==> src/rtl/uart_pkg.sv <==
// Shared definitions for the UART register-port arbiter: bus widths, the
// timeout read pattern and the arbiter FSM state type.
package uart_pkg;

    localparam int REG_ADDR_W = 4;
    localparam int REG_DATA_W = 32;

    localparam logic [REG_DATA_W-1:0] TIMEOUT_RDATA = 32'hDEAD_BEEF;

    typedef enum logic [1:0] {
        IDLE,
        BUSY,
        RESP
    } arb_state_t;

endpackage

==> src/rtl/rr_arbiter.sv <==
// Combinational round-robin picker: the search starts one past the last
// grant and wraps, so the most recently served requester is tried last.
module rr_arbiter #(
    parameter int N     = 2,
    parameter int IDX_W = (N > 1) ? $clog2(N) : 1
) (
    input  logic [N-1:0]     req_i,
    input  logic [IDX_W-1:0] last_grant_i,
    output logic [N-1:0]     grant_o,
    output logic [IDX_W-1:0] grant_idx_o
);

    logic             found;
    int               cand;
    logic [IDX_W-1:0] cand_idx;

    always_comb begin
        // NOTE: every output gets a default before the search loop, so no path
        // through this block leaves a signal unassigned and infers a latch.
        grant_o     = '0;
        grant_idx_o = '0;
        found       = 1'b0;
        cand        = 0;
        cand_idx    = '0;
        for (int off = 1; off <= N; off++) begin
            cand     = (int'(last_grant_i) + off) % N;
            cand_idx = IDX_W'(cand);
            if (!found && req_i[cand_idx]) begin
                found             = 1'b1;
                grant_o[cand_idx] = 1'b1;
                grant_idx_o       = cand_idx;
            end
        end
    end

endmodule

==> src/rtl/uart_reg_arbiter.sv <==
// Shares the UART controller register port between NUM_REQ requesters with
// round-robin grants, one access at a time, and a watchdog for lost acks.
module uart_reg_arbiter
    import uart_pkg::*;
#(
    parameter int NUM_REQ        = 2,
    parameter int TIMEOUT_CYCLES = 16
) (
    input  logic                         clk,
    input  logic                         reset_n,
    input  logic [NUM_REQ-1:0]           req_valid,
    input  logic [NUM_REQ-1:0]           req_write,
    input  logic [NUM_REQ*REG_ADDR_W-1:0] req_addr,
    input  logic [NUM_REQ*REG_DATA_W-1:0] req_wdata,
    output logic [NUM_REQ-1:0]           req_ready,
    output logic [NUM_REQ-1:0]           resp_valid,
    output logic [REG_DATA_W-1:0]        resp_rdata,
    output logic                         resp_error,
    output logic                         reg_write,
    output logic                         reg_read,
    output logic [REG_ADDR_W-1:0]        reg_addr,
    output logic [REG_DATA_W-1:0]        reg_wdata,
    input  logic [REG_DATA_W-1:0]        reg_rdata,
    input  logic                         reg_ready
);

    localparam int IDX_W = (NUM_REQ > 1) ? $clog2(NUM_REQ) : 1;
    localparam int CNT_W = (TIMEOUT_CYCLES > 0) ? $clog2(TIMEOUT_CYCLES + 1) : 1;

    localparam logic [CNT_W-1:0] CNT_LAST =
        CNT_W'((TIMEOUT_CYCLES > 0) ? TIMEOUT_CYCLES - 1 : 0);
    localparam logic [CNT_W-1:0] CNT_MAX = CNT_W'(TIMEOUT_CYCLES);

    arb_state_t              state_q;
    logic [IDX_W-1:0]        last_grant_q;
    logic [NUM_REQ-1:0]      grant_q;
    logic [CNT_W-1:0]        tmo_cnt_q;
    logic                    reg_write_q;
    logic                    reg_read_q;
    logic [REG_ADDR_W-1:0]   reg_addr_q;
    logic [REG_DATA_W-1:0]   reg_wdata_q;
    logic [NUM_REQ-1:0]      resp_valid_q;
    logic [REG_DATA_W-1:0]   resp_rdata_q;
    logic                    resp_error_q;

    logic [NUM_REQ-1:0]      win_oh_d;
    logic [IDX_W-1:0]        win_idx_d;
    logic                    tmo_hit;

    rr_arbiter #(
        .N     (NUM_REQ),
        .IDX_W (IDX_W)
    ) u_rr (
        .req_i        (req_valid),
        .last_grant_i (last_grant_q),
        .grant_o      (win_oh_d),
        .grant_idx_o  (win_idx_d)
    );

    assign tmo_hit = (TIMEOUT_CYCLES != 0) && (tmo_cnt_q == CNT_LAST);

    // NOTE: the grant is the only combinational output; gating it with reset_n
    // keeps it low while reset is asserted even if requesters are still valid.
    assign req_ready = (state_q == IDLE && reset_n) ? win_oh_d : '0;

    // NOTE: all state uses non-blocking assignments so every register samples
    // pre-edge values, independent of statement order within the block.
    always_ff @(posedge clk or negedge reset_n) begin
        if (!reset_n) begin
            state_q      <= IDLE;
            last_grant_q <= IDX_W'(NUM_REQ - 1);
            grant_q      <= '0;
            tmo_cnt_q    <= '0;
            reg_write_q  <= 1'b0;
            reg_read_q   <= 1'b0;
            reg_addr_q   <= '0;
            reg_wdata_q  <= '0;
            resp_valid_q <= '0;
            resp_rdata_q <= '0;
            resp_error_q <= 1'b0;
        end else begin
            case (state_q)
                IDLE: begin
                    if (|req_valid) begin
                        grant_q      <= win_oh_d;
                        last_grant_q <= win_idx_d;
                        tmo_cnt_q    <= '0;
                        reg_write_q  <= req_write[win_idx_d];
                        reg_read_q   <= !req_write[win_idx_d];
                        reg_addr_q   <= req_addr[win_idx_d*REG_ADDR_W +: REG_ADDR_W];
                        reg_wdata_q  <= req_wdata[win_idx_d*REG_DATA_W +: REG_DATA_W];
                        state_q      <= BUSY;
                    end
                end
                BUSY: begin
                    // An acknowledge in the same cycle as the limit still counts as success.
                    if (reg_ready) begin
                        resp_rdata_q <= reg_rdata;
                        resp_error_q <= 1'b0;
                        resp_valid_q <= grant_q;
                        reg_write_q  <= 1'b0;
                        reg_read_q   <= 1'b0;
                        state_q      <= RESP;
                    end else if (tmo_hit) begin
                        resp_rdata_q <= TIMEOUT_RDATA;
                        resp_error_q <= 1'b1;
                        resp_valid_q <= grant_q;
                        reg_write_q  <= 1'b0;
                        reg_read_q   <= 1'b0;
                        state_q      <= RESP;
                    end else if (tmo_cnt_q != CNT_MAX) begin
                        tmo_cnt_q <= tmo_cnt_q + 1'b1;
                    end
                end
                RESP: begin
                    resp_valid_q <= '0;
                    state_q      <= IDLE;
                end
                default: begin
                    state_q <= IDLE;
                end
            endcase
        end
    end

    assign reg_write  = reg_write_q;
    assign reg_read   = reg_read_q;
    assign reg_addr   = reg_addr_q;
    assign reg_wdata  = reg_wdata_q;
    assign resp_valid = resp_valid_q;
    assign resp_rdata = resp_rdata_q;
    assign resp_error = resp_error_q;

endmodule
==> config.mk <==
export PLATFORM = sky130hd
export DESIGN_NAME = uart_reg_arbiter
export DESIGN_NICKNAME = d
export VERILOG_FILES = /design/src/rtl/uart_pkg.sv /design/src/rtl/rr_arbiter.sv /design/src/rtl/uart_reg_arbiter.sv
export SDC_FILE = /design/constraint.sdc
export NUM_CORES = 1
export LEC_CHECK = 0
export ABC_AREA = 1
export BUFFER_PORTS_ARGS = -buffer_cell sky130_fd_sc_hd__buf_2
export CORE_UTILIZATION = 40
export CTS_BUF_LIST = sky130_fd_sc_hd__clkbuf_8
export CTS_CLUSTER_DIAMETER = 80
export DETAILED_ROUTE_END_ITERATION = 6
export GPL_ROUTABILITY_DRIVEN = 0
export PLACE_DENSITY = 0.77
export SYNTH_ARGS = -nofsm -noshare
export SYNTH_HDL_FRONTEND = slang
export SYNTH_SLANG_ARGS = --single-unit
==> constraint.sdc <==
create_clock -name clk -period 5.6 [get_ports clk]
set_clock_uncertainty 0.2 [all_clocks]
set_input_delay 0.28 -clock clk [delete_from_list [all_inputs] [get_ports clk]]
set_output_delay 0.28 -clock clk [all_outputs]
set_load 0.01 [all_outputs]
==> impl_metrics.tcl <==
set metrics [dict create \
    postLayoutCoreUtil_pct 61.88 \
    postcts_setup_bufs 0 \
    detailroute.via_count 3593 \
    post-synth-top-area-fraction_pct 57.24 \
    crit_path_top_delay_cell "sky130_fd_sc_hd__nand2_1" \
    layout.cells.most_common_list "sky130_fd_sc_hd__buf_2, sky130_fd_sc_hd__dfrtp_1, sky130_fd_sc_hd__a21oi_1, sky130_fd_sc_hd__nand2_1, sky130_fd_sc_hd__dlygate4sd3_1" \
    antennaDiodeCount 0 \
    maxCapViolations 0 \
    hold-worst-slack_ns 0.01365 \
    grt_pass1_vias 3630 \
    critical_path.cell_chain "inv_1, nand2_1, nand2_1, nand2_1, nor2_1, buf_2" \
    synth_top_family_by_area "compound AO/OA/AOI/OAI gates" \
    setup_repair_after_global_routing_missed_its_margin "false" \
    slew_viol_final 0 \
    placement.io_buffers 185 \
    worst_path_largest_cell_delay_ns 0.97 \
    timing_hold_violations_final 0 \
    dpl-instance-area_mm2 0.004512 \
    grt_overflow_total 0 \
    crit_path_end_kind "output pin" \
    setup_viol_count_final 0 \
    starting_density_pct 41.31 \
    filler_cell_count 699 \
    ys_seq_area_share_pct 57.98 \
    avgRoutedWirePerCell_um 13.80 \
    die_outline_height_um 96.67 \
    timing.setup.critical_path_class "register to output pin" \
    mappedNetlistArea_mm2 0.003585 \
    netlist-cell-type-count 26 \
    holdPathStages 3 \
    yosys.area_share.xor_xnor_pct 0 \
    worst_hold_path_type "input pin to register" \
    layout.cells.non_filler 731 \
    crit_top_cell "sky130_fd_sc_hd__nand2_1" \
    timing.critical_path.from "last_grant_q$_DFFE_PN1P_" \
    whs_endpoint "reg_wdata[9]$_DFFE_PN0P_" \
    antenna_violations_before_repair 0 \
    start_kind "register" \
    layout.cell_area.non_filler_mm2 0.005370 \
    min_from "req_wdata[41]" \
    yosys.area_share.adder_pct 1.047 \
    power-per-cell-area_mw_per_mm2 484.0 \
    clkSinkCount 83 \
    yosys.area_share.simple_pct 15.08 \
    net_count_of_the_mapped_netlist 490 \
    drt-initial-drc-count 161 \
    clock_insertion_delay_worst_skew_ns 0.35 \
    synth_compound_area_share_pct 19.69 \
    cts_htree_levels 3 \
    grt_pass1_wl_mm 16.54 \
    final_layout_size_suffix_gt1_share_pct 34.03 \
    dp.cells 650 \
    num-nets-final 732 \
    final_common_cell "sky130_fd_sc_hd__buf_2" \
    drtPass1Iterations 4 \
    power_leakage_nw 2.684 \
    postRouteAntennaNets 0 \
    floorplan.die.width_um 96.67 \
    fin_crit_ns 2.873 \
    status "complete, no violations" \
    cts_repair_resize_count 0 \
    clock_tree.root_cell "sky130_fd_sc_hd__clkbuf_8" \
    post_cts_hold_buffer_count 65 \
    postSynthCellCount 376 \
    routed_wirelength_mm 10.09 \
    layout_worst_path_cycle_share_pct 51.31 \
    r2r_cells 5 \
    totalNegativeSetupSlack_ns 0 \
    r2r_slack_ns 3.07 \
    max-vdd-ir-drop_mv 0.2625 \
    syn_area_per_cell_um2 9.534 \
    path_max_fanout 39 \
    netlist.top_cell.by_area "sky130_fd_sc_hd__dfrtp_1" \
    reg_to_reg_startpoint "last_grant_q$_DFFE_PN1P_" \
    worstPathRequired_ns 5.12 \
    detail_route.vias_per_cell 4.915 \
    fmax_mhz 348.0 \
    maxSlewHeadroom_pct 11.50 \
    grt_start_max_net_pins 49 \
    detailed_placer_s_ending_hpwl_mm 6.534 \
    fp-row-count 34 \
    ys_seq_elements 83 \
    core_area_mm2 0.008678 \
    cts.reportedPaths.clkPinSlew_ns 0.09 \
    worst_pin_slew_ns 1.324 \
    dieArea_mm2 0.009344 \
    clock_tree_from_tritoncts "done" \
    global_routing_usage_summed_across_all_routing_layers_pct 21.95 \
    area.growth.synth_to_final_pct 49.81 \
    cts_buffer_depth 2 \
    remaining_drc_errors 0 \
    ios 186 \
    synth_warn 0 \
    synth_top_area_cells "sky130_fd_sc_hd__dfrtp_1, sky130_fd_sc_hd__a21oi_1, sky130_fd_sc_hd__nand2_1" \
    cp_data_arrival_time_ns 2.39 \
    timing.rr.end "reg_write$_DFFE_PN0P_" \
    yosys-mux-area-fraction_pct 0 \
    cts_inserted_buffers 9 \
]
per-stage QoR:
step | power [mW] | setup slack (ns)
2_1_floorplan | 1.718 | 3.736
3_3_place_gp | 2.089 | 3.201
3_5_place_dp | 2.131 | 3.097
4_1_cts | 2.619 | 2.743
5_1_grt | 2.797 | 2.531
6_report | 2.599 | 2.727
sequential cells by signal, summed over array words and instances (netlist names):
name,cells
state_q,2
reg_wdata,32
resp_error,1
reg_read,1
tmo_cnt_q,5
grant_q,2
resp_rdata,32
resp_valid,2
reg_addr,4
last_grant_q,1
reg_write,1
cells by family (layout without fill, tap and decap cells):
| family | count (synthesis) | in the layout |
|---|---|---|
| flops | 83 | 83 |
| buf+inv | 39 | 286 |
| simple gates | 133 | 133 |
| compound gates | 118 | 118 |
| fa+ha+maj | 3 | 3 |
worst max-delay path by stage:
stage / end / cells past startpoint
detailed placement: reg_read$_DFFE_PN0P_ / 6
CTS: req_ready[1] / 6
floorplan: resp_rdata[18]$_DFFE_PN0P_ / 9
finish: req_ready[1] / 6
global route: req_ready[1] / 6
global placement: reg_write$_DFFE_PN0P_ / 6
worst max-delay path, delay by kind of cell, from the launching register on:
| family | cells | cell delay, ns |
|---|---|---|
| and+or+nand+nor | 4 | 1.41 |
| DFF | 1 | 0.37 |
| buffers and inverters | 2 | 0.26 |
Yosys cell counts (all sizes together):
| library cell | n |
|---|---|
| dfstp | 1 |
| or2 | 1 |
| nand2 | 73 |
| o21ai | 16 |
| dfrtp | 82 |
| nor3b | 1 |
| nand3b | 1 |
| buf | 20 |
| nor2 | 51 |
| a22o | 8 |
| nand3 | 5 |
| ha | 3 |
| o22a | 18 |
| a21oi | 74 |
| inv | 19 |
| o22ai | 2 |
| nand4 | 1 |
power by group:
| part | total [mW] | switching [mW] | internal [mW] | leakage (nW) |
|---|---|---|---|---|
| Sequential | 1.04 | 0.155 | 0.884 | 0.959 |
| Clock | 0.442 | 0.227 | 0.215 | 0.108 |
| Combinational | 1.12 | 0.652 | 0.467 | 1.62 |
| Total | 2.60 | 1.03 | 1.57 | 2.68 |
per-layer routing:
metal / routed length, µm / up-vias / global-route usage [%]
li1: - / 1741 / -
met5: 0 / - / 0
met1: 4138 / 1680 / 25.07
met4: 281 / 0 / 10.10
met2: 5086 / 149 / 39.49
met3: 581 / 23 / 4.191
cell type report:
class | instances | area [µm²] | share of cell area (%)
inverters | 19 | 71.32 | 1.328
clock inverters | 7 | 83.83 | 1.561
well taps | 108 | 135.1 | 2.516
multi-input cells | 254 | 1291 | 24.04
repair buffers | 251 | 1587 | 29.54
clock buffers | 9 | 123.9 | 2.307
flip-flops and latches | 83 | 2078 | 38.70
No activity file was read; power rests on OpenSTA's default activity.
